==> src/rtl/mii_tx_framer.sv <==
// mii_tx_framer
// Transmit-side Ethernet MAC framer driving the MII transmit pins.
// A frame request captures a destination MAC and ethertype. The framer
// then sends preamble/SFD, DA, SA, type and the payload nibble stream.
// Zero padding brings the payload up to the minimum frame size. The
// frame ends with the CRC-32 FCS, followed by the inter-frame gap.
//
// Ports:
//   clk        MII transmit clock (rising edge), single clock domain
//   rst        synchronous active-high reset
//   start      single-cycle frame request, honoured only while busy=0
//   dst_mac    destination address, captured on an accepted start
//   ethertype  type field, captured on an accepted start
//   din        payload nibble, low nibble of each byte first
//   din_valid  din is valid
//   din_last   marks the final payload nibble
//   din_ready  framer takes din this cycle (PAYLOAD state only)
//   txd        MII transmit data
//   txctl      MII transmit enable
//   busy       frame or inter-frame gap in progress
//   done       pulse on the cycle the last FCS nibble is driven
//   err        pulse on abort (underrun or overlength)
module mii_tx_framer #(
    parameter logic [47:0] MAC_ADDR            = 48'h696969696969,
    parameter int          IFG_NIBBLES         = 24,
    parameter int          MIN_PAYLOAD_NIBBLES = 92,
    parameter int          MAX_PAYLOAD_NIBBLES = 3000
) (
    input  logic        clk,
    input  logic        rst,
    input  logic        start,
    input  logic [47:0] dst_mac,
    input  logic [15:0] ethertype,
    input  logic [3:0]  din,
    input  logic        din_valid,
    input  logic        din_last,
    output logic        din_ready,
    output logic [3:0]  txd,
    output logic        txctl,
    output logic        busy,
    output logic        done,
    output logic        err
);

    localparam logic [31:0] CRC_POLY = 32'hEDB88320;
    localparam logic [47:0] SA_ADDR  = MAC_ADDR;

    localparam logic [3:0] ST_IDLE     = 4'd0;
    localparam logic [3:0] ST_PREAMBLE = 4'd1;
    localparam logic [3:0] ST_DA       = 4'd2;
    localparam logic [3:0] ST_SA       = 4'd3;
    localparam logic [3:0] ST_TYPE     = 4'd4;
    localparam logic [3:0] ST_PAYLOAD  = 4'd5;
    localparam logic [3:0] ST_PAD      = 4'd6;
    localparam logic [3:0] ST_FCS      = 4'd7;
    localparam logic [3:0] ST_IFG      = 4'd8;
    localparam logic [3:0] ST_ABORT    = 4'd9;

    logic [3:0]  state_reg, state_next;
    logic [15:0] cnt_reg, cnt_next;          // nibble/cycle index within a state
    logic [15:0] pay_cnt_reg, pay_cnt_next;  // payload + pad nibbles sent
    logic [31:0] crc_reg;
    logic [47:0] dst_reg, dst_next;
    logic [15:0] type_reg, type_next;

    logic        crc_init;
    logic        crc_en;
    logic [15:0] pay_inc;
    logic        pad_done;
    logic [5:0]  addr_off;
    logic [3:0]  type_off;
    logic [4:0]  fcs_off;
    logic [31:0] crc_inv;
    logic [31:0] crc_chain [0:4];

    assign pay_inc  = pay_cnt_reg + 16'd1;
    // Frame body is long enough and byte aligned once this nibble is out.
    assign pad_done = (pay_inc >= 16'(MIN_PAYLOAD_NIBBLES)) && !pay_inc[0];

    // Fields go out most-significant byte first, low nibble of each byte
    // first: nibble n lives at bit offset (top byte - 8*(n/2)) + 4*(n%2).
    assign addr_off = 6'd40 - {cnt_reg[3:1], 3'b000} + {3'b000, cnt_reg[0], 2'b00};
    assign type_off = 4'd8 - {cnt_reg[1], 3'b000} + {1'b0, cnt_reg[0], 2'b00};
    assign fcs_off  = {cnt_reg[2:0], 2'b00};
    assign crc_inv  = ~crc_reg;

    assign busy = (state_reg != ST_IDLE);

    // Four reflected CRC-32 steps per cycle over the nibble on txd, LSB first.
    assign crc_chain[0] = crc_reg;
    generate
        for (genvar gi = 0; gi < 4; gi++) begin : g_crc_bit
            assign crc_chain[gi+1] = {1'b0, crc_chain[gi][31:1]} ^
                                     ((crc_chain[gi][0] ^ txd[gi]) ? CRC_POLY : 32'h0);
        end
    endgenerate

    always_comb begin
        state_next   = state_reg;
        cnt_next     = cnt_reg;
        pay_cnt_next = pay_cnt_reg;
        dst_next     = dst_reg;
        type_next    = type_reg;
        txd          = 4'h0;
        txctl        = 1'b0;
        din_ready    = 1'b0;
        done         = 1'b0;
        err          = 1'b0;
        crc_init     = 1'b0;
        crc_en       = 1'b0;

        case (state_reg)
            ST_IDLE: begin
                if (start) begin
                    dst_next     = dst_mac;
                    type_next    = ethertype;
                    cnt_next     = 16'd0;
                    pay_cnt_next = 16'd0;
                    state_next   = ST_PREAMBLE;
                end
            end
            ST_PREAMBLE: begin
                txctl    = 1'b1;
                crc_init = 1'b1;
                txd      = (cnt_reg == 16'd15) ? 4'hD : 4'h5;
                if (cnt_reg == 16'd15) begin
                    cnt_next   = 16'd0;
                    state_next = ST_DA;
                end else begin
                    cnt_next = cnt_reg + 16'd1;
                end
            end
            ST_DA: begin
                txctl  = 1'b1;
                crc_en = 1'b1;
                txd    = dst_reg[addr_off +: 4];
                if (cnt_reg == 16'd11) begin
                    cnt_next   = 16'd0;
                    state_next = ST_SA;
                end else begin
                    cnt_next = cnt_reg + 16'd1;
                end
            end
            ST_SA: begin
                txctl  = 1'b1;
                crc_en = 1'b1;
                txd    = SA_ADDR[addr_off +: 4];
                if (cnt_reg == 16'd11) begin
                    cnt_next   = 16'd0;
                    state_next = ST_TYPE;
                end else begin
                    cnt_next = cnt_reg + 16'd1;
                end
            end
            ST_TYPE: begin
                txctl  = 1'b1;
                crc_en = 1'b1;
                txd    = type_reg[type_off +: 4];
                if (cnt_reg == 16'd3) begin
                    cnt_next   = 16'd0;
                    state_next = ST_PAYLOAD;
                end else begin
                    cnt_next = cnt_reg + 16'd1;
                end
            end
            ST_PAYLOAD: begin
                txctl     = 1'b1;
                din_ready = 1'b1;
                if (!din_valid) begin
                    state_next = ST_ABORT;          // underrun
                end else if (pay_cnt_reg == 16'(MAX_PAYLOAD_NIBBLES)) begin
                    state_next = ST_ABORT;          // overlength, nibble dropped
                end else begin
                    txd          = din;
                    crc_en       = 1'b1;
                    pay_cnt_next = pay_inc;
                    if (din_last) begin
                        cnt_next   = 16'd0;
                        state_next = pad_done ? ST_FCS : ST_PAD;
                    end
                end
            end
            ST_PAD: begin
                txctl        = 1'b1;
                crc_en       = 1'b1;
                pay_cnt_next = pay_inc;
                if (pad_done) begin
                    cnt_next   = 16'd0;
                    state_next = ST_FCS;
                end
            end
            ST_FCS: begin
                txctl = 1'b1;
                txd   = crc_inv[fcs_off +: 4];
                if (cnt_reg == 16'd7) begin
                    done       = 1'b1;
                    cnt_next   = 16'd0;
                    state_next = ST_IFG;
                end else begin
                    cnt_next = cnt_reg + 16'd1;
                end
            end
            ST_IFG: begin
                if (cnt_reg == 16'(IFG_NIBBLES - 1)) begin
                    cnt_next   = 16'd0;
                    state_next = ST_IDLE;
                end else begin
                    cnt_next = cnt_reg + 16'd1;
                end
            end
            ST_ABORT: begin
                err        = 1'b1;
                cnt_next   = 16'd0;
                state_next = ST_IFG;
            end
            default: begin
                state_next = ST_IDLE;
            end
        endcase
    end

    always_ff @(posedge clk) begin
        if (rst) begin
            state_reg   <= ST_IDLE;
            cnt_reg     <= 16'd0;
            pay_cnt_reg <= 16'd0;
            crc_reg     <= 32'hFFFFFFFF;
            dst_reg     <= 48'd0;
            type_reg    <= 16'd0;
        end else begin
            state_reg   <= state_next;
            cnt_reg     <= cnt_next;
            pay_cnt_reg <= pay_cnt_next;
            dst_reg     <= dst_next;
            type_reg    <= type_next;
            if (crc_init) begin
                crc_reg <= 32'hFFFFFFFF;
            end else if (crc_en) begin
                crc_reg <= crc_chain[4];
            end
        end
    end

endmodule

==> config.mk <==
export PLATFORM = sky130hd
export DESIGN_NAME = mii_tx_framer
export DESIGN_NICKNAME = d
export VERILOG_FILES = /design/src/rtl/mii_tx_framer.sv
export SDC_FILE = /design/constraint.sdc
export NUM_CORES = 1
export LEC_CHECK = 0
export BUFFER_PORTS_ARGS = -buffer_cell sky130_fd_sc_hd__buf_2
export CORE_UTILIZATION = 40
export CTS_BUF_LIST = sky130_fd_sc_hd__clkbuf_4
export CTS_CLUSTER_DIAMETER = 40
export DETAILED_ROUTE_END_ITERATION = 6
export GPL_TIMING_DRIVEN = 0
export PLACE_DENSITY = 0.59
export SLEW_MARGIN = 20
export SYNTH_ARGS = -nofsm -noshare
export SYNTH_HDL_FRONTEND = slang
export SYNTH_SLANG_ARGS = --single-unit
==> constraint.sdc <==
create_clock -name clk -period 3 [get_ports clk]
set_clock_uncertainty 0.1 [all_clocks]
set_input_delay 0.6 -clock clk [delete_from_list [all_inputs] [get_ports clk]]
set_output_delay 0.6 -clock clk [all_outputs]
set_load 0.01 [all_outputs]
# After elaboration in Yosys (flattened, before gate mapping)
# Cells that the tools add are included.
# op_classes
order_cmp	1
mux	44
add_sub_neg	6
n_shift	4
reduce_logical	14
eq_ne	27
n_bitwise	9
# ops
operator	count
$mux W16	12
$pmux W16 S9	1
$mux W32	4
$xor A31 B32 Y32	4
$mux W4	14
$pmux W16 S3	1
$shiftx A48 B7 Y4	1
$shiftx A48 B7 Y4 const A	1
$pmux W4 S10	1
$add A16 B1 Y16 const B	2
$eq A16 B4 Y1 const B	2
$not A32 Y32	1
$shiftx A32 B6 Y4	1
$pmux W4 S6	1
$ne A2 B2 Y1 const B	11
$eq A16 B12 Y1 const B	1
$eq A16 B2 Y1 const B	1
$eq A16 B3 Y1 const B	1
$eq A16 B5 Y1 const B	1
$eq A4 B3 Y1 const B	4
$ge A16 B7 Y1 const B	1
$shiftx A16 B5 Y4	1
$mux W1	9
$reduce_and A9 Y1	1
other kinds (22)	28
# word_totals
output_inout_bits	9
wordCells	111
register_bits	132
input_bits	73

# Longest topological paths before layout
# logic_depth
ltp_word	16
depth_mapped	13
mapped_depth_nobuf	11

# Worst setup path after synthesis
# OpenSTA, ideal clock, no wires.
# synth_timing
kind	register to register
from	reg pay_cnt_reg[15]
to	reg crc_reg[20]
arrival_ps	3023
setup_slack_ps	-244
t_required_ps	2779
period_less_slack_ps	3244
path_stages_with_launch	11
setup_ps	121
path_buffers	1
cell_sequence	dfxtp_1 > or4_1 > or4_4 > and3_4 > buf_6 > a221o_1 > nor3_4 > xnor2_4 > xor2_1 > a21boi_0 > nor3_1
# synth_via
elab_chain_cells	10
elab_cells_between_ends	17
classes_between	eq/ne: 1; mux: 9; bitwise: 7
# synth_lines
item	line	rtl
from (decl)	61	logic [15:0] pay_cnt_reg, pay_cnt_next;
from (signal assigned)	233	pay_cnt_reg <= pay_cnt_next;
$eq A16 B12 Y1 (*)	171	end else if (pay_cnt_reg == 16'(MAX_PAYLOAD_NIBBLES)) begin
$mux W4	171	
$mux W4	169	if (!din_valid) begin
$pmux W4 S6	112	case (state_reg)
$xor A1 B1 Y1	94	((crc_chain[gi][0] ^ txd[gi]) ? CRC_POLY : 32'h0);
$mux W32	94	
$xor A31 B32 Y32 (4 in series)	93	assign crc_chain[gi+1] = {1'b0, crc_chain[gi][31:1]} ^
to (signal assigned)	239	crc_reg <= crc_chain[4];
to (decl)	62	logic [31:0] crc_reg;
# Every way passes the cells marked *; elsewhere a longest branch is shown, timed or not.
# A chain may end at the register's enable or synchronous reset.

# Final worst setup path
# layout_timing
from	reg pay_cnt_reg[12]
to	out txd[0]
# layout_via
elab_chain_cells	4
# layout_lines
item	line	rtl
$eq A16 B12 Y1	171	
$mux W4	171	
$mux W4	169	
$pmux W4 S6	112	
to (decl)	38	output logic [3:0] txd,
# Every way passes these cells.

==> results.cfg <==
[outcome]
status = finished, violations left
violations = setup timing

[floorplan]
ios = 82
dieArea_sq_um = 18500
dieHeight_um = 136
row_count = 48
core_sq_um = 17400
start_util = 0.413
fp.dieW_um = 136

[critical_path]
cp.arrival_ps = 2820
cp.required_ps = 2300
endpoint_kind = output pin
path_class = flop to output pin
worstPathMaxFanout = 7
cp-start-kind = flop

[power_and_ir_drop]
leakagePower_uw = 0.00357
p_switching_uw = 3300
switching_share = 0.407
p_clk_frac = 0.159
intPower_uw = 4820
pwr-share-seq = 0.294
p_per_area_nw_per_um2 = 904
p_comb_frac = 0.547
vdd_drop_max_uv = 457

[synthesis]
ys_seq_area_frac = 0.368
async_flop_share = 0
avgSynthCellArea_sq_um = 8.15
synth_area_sq_um = 7190
syn_inst = 882
syn_nets = 963
yosysWarnings = 0
ys_top_cells_by_count = 181 x nand2_1, 132 x dfxtp_1, 101 x a21oi_1, 62 x nor2_1, 37 x clkbuf_1
ys_types = 80
synth-main-ff-cell = dfxtp_1
synth_top_area_share = 0.368
synth.ff_latch_count = 132
synth_area_leaders = dfxtp_1 37%, nand2_1 9.5%, a21oi_1 7.0%, mux4_2 3.8%, nor2_1 3.2%
yosysMostFrequentCell = nand2_1
yosysTopAreaCell = dfxtp_1
synth-edff-count = 0

[drt]
drt-wirelength-per-cell_um = 17.5
drtIter0Drc = 416
ant_nets = 0
post-route-drc-count = 0
num_vias = 6764
via_per_inst = 5.42
drt_first_pass_iters = 4
wl_um = 21800

[timing]
max_freq_mhz = 284
grt_setup_unrepaired = yes
worst_slack_ps = -523
slew_headroom = 0.461
min_period_ps = 3520
hold_viol = 0
slew_viol_final = 0
setup_viol = 29
tightest_slew_ps = 804
fin_setup_tns_ps = -7780
period_share = 1.17

[run]
max_cap_violations = 0

[layout]
largest_reg_flops = 48
fin_nets = 1092
finish.utilization = 0.516
fillerInstances = 1702
seqCellArea_sq_um = 2670
area_growth_pct = 25.1
finalInstanceArea_sq_um = 8990
antenna_cells = 0
multiInputGateArea_sq_um = 4550
drive_above_1_share = 0.267

[global_routing]
grt_first_pass_wirelength_um = 33400
grtUsageTotal = 0.239
overflow = 0
antenna_found_initial = 0
grt_pass1_vias = 6263
grt_max_degree = 17

[placement]
io_buffers = 80
postPlaceCellArea_sq_um = 7920
dp_slack_ps = -863
place_congestion = 0.844
dpl.hpwl_um = 15100

[cts]
cts_root_buffer = clkbuf_4
clkTransAtPathRegs_ps = 140
clock-sinks = 132
cts_buffers = 17
clk_path_buf_depth = 2
clkLatencyLatePin_ps = 560
cts_htree_levels = 4
cts_tree = built

[min_path]
holdCritPathClass = input port to flop
-- metrics by stage --
step	power (uW)	hold WS [ps]	std cells
5_1_grt	8590	130	1247
4_1_cts	7640	144	1238
6_report	8130	171	1247
3_5_place_dp	5780	345	1187
2_1_floorplan	4840	332	882
3_3_place_gp	5750	341	1187
-- cell families after synthesis --
kind of cell    count (synthesis)  share of synthesized area
simple gates                  363                      0.234
compound gates                213                      0.182
flops                         132                      0.368
buf+inv                        85                     0.0559
xor+xnor                       51                     0.0823
mux                            30                     0.0637
fa+ha+maj                       8                     0.0139
-- area by class of cell --
type                    count  share of cell area
clock inverters            12              0.0175
flip-flops and latches    132               0.297
repair buffers            114              0.0821
clock buffers              18              0.0150
well taps                 225              0.0313
inverters                  20             0.00863
plain buffers              61              0.0422
multi-input cells         665               0.507
-- worst max-delay path, cell delays in order, from the launching register on --
cell and delay (ps):
dfxtp_4 370, or4_4 510, or4_4 440, and3_4 200, a211o_4 330, a211oi_4 210
inv_1 60, buf_2 140
-- path summary, 6_finish.rpt --
check / start / endpoint / slack, ps / cells after the start
max: pay_cnt_reg[12] / txd[0] / -520 / 7
min: ethertype[4] / type_reg[4] / 170 / 3
max reg2reg: pay_cnt_reg[12] / crc_reg[24] / -400 / 10
min reg2reg: dst_reg[42] / dst_reg[42] / 360 / 2
-- power groups by stage --
stage	registers [uW]	clock network, uW	logic, uW
finish	2390	1290	4450
floorplan	2320	0	2520
CTS	2370	1310	3960
detailed placement	2400	0	3380
global route	2430	1390	4770
global placement	2400	0	3360
-- what timing repair did --
action	CTS	global route
cloned	1	1
pin swaps	13	16
buffers inserted	22	11
setup endpoints to repair	67	80
hold buffers	0	0
gates resized for setup	65	92
-- layer usage --
layer / routed length, um / vias up / track usage
met5: 0 / - / 0
met4: 427 / 0 / 0.0704
met3: 1240 / 27 / 0.0541
met2: 9630 / 204 / 0.358
met1: 10500 / 3160 / 0.339
li1: - / 3373 / -
-- cells in the final DEF, fill, tap and decap left out, drive strengths merged, types with 4 or more instances in the layout --
cell	n
nand2	181
buf	136
dfxtp	132
a21oi	101
nor2	62
clkbuf	56
o21ai	38
nand3	28
xnor2	27
inv	21
nor3	18
xor2	17
o211ai	14
and3	14
mux4	12
mux2i	12
nand4	11
nor2b	9
a211oi	8
ha	8
a31oi	7
or4	7
mux2	6
nor4	6
clkinv	6
nand4b	5
xor3	5
a2111oi	5
a22oi	4
o221ai	4
or3	4
a21boi	4
No activity file was read; power rests on OpenSTA's default activity.
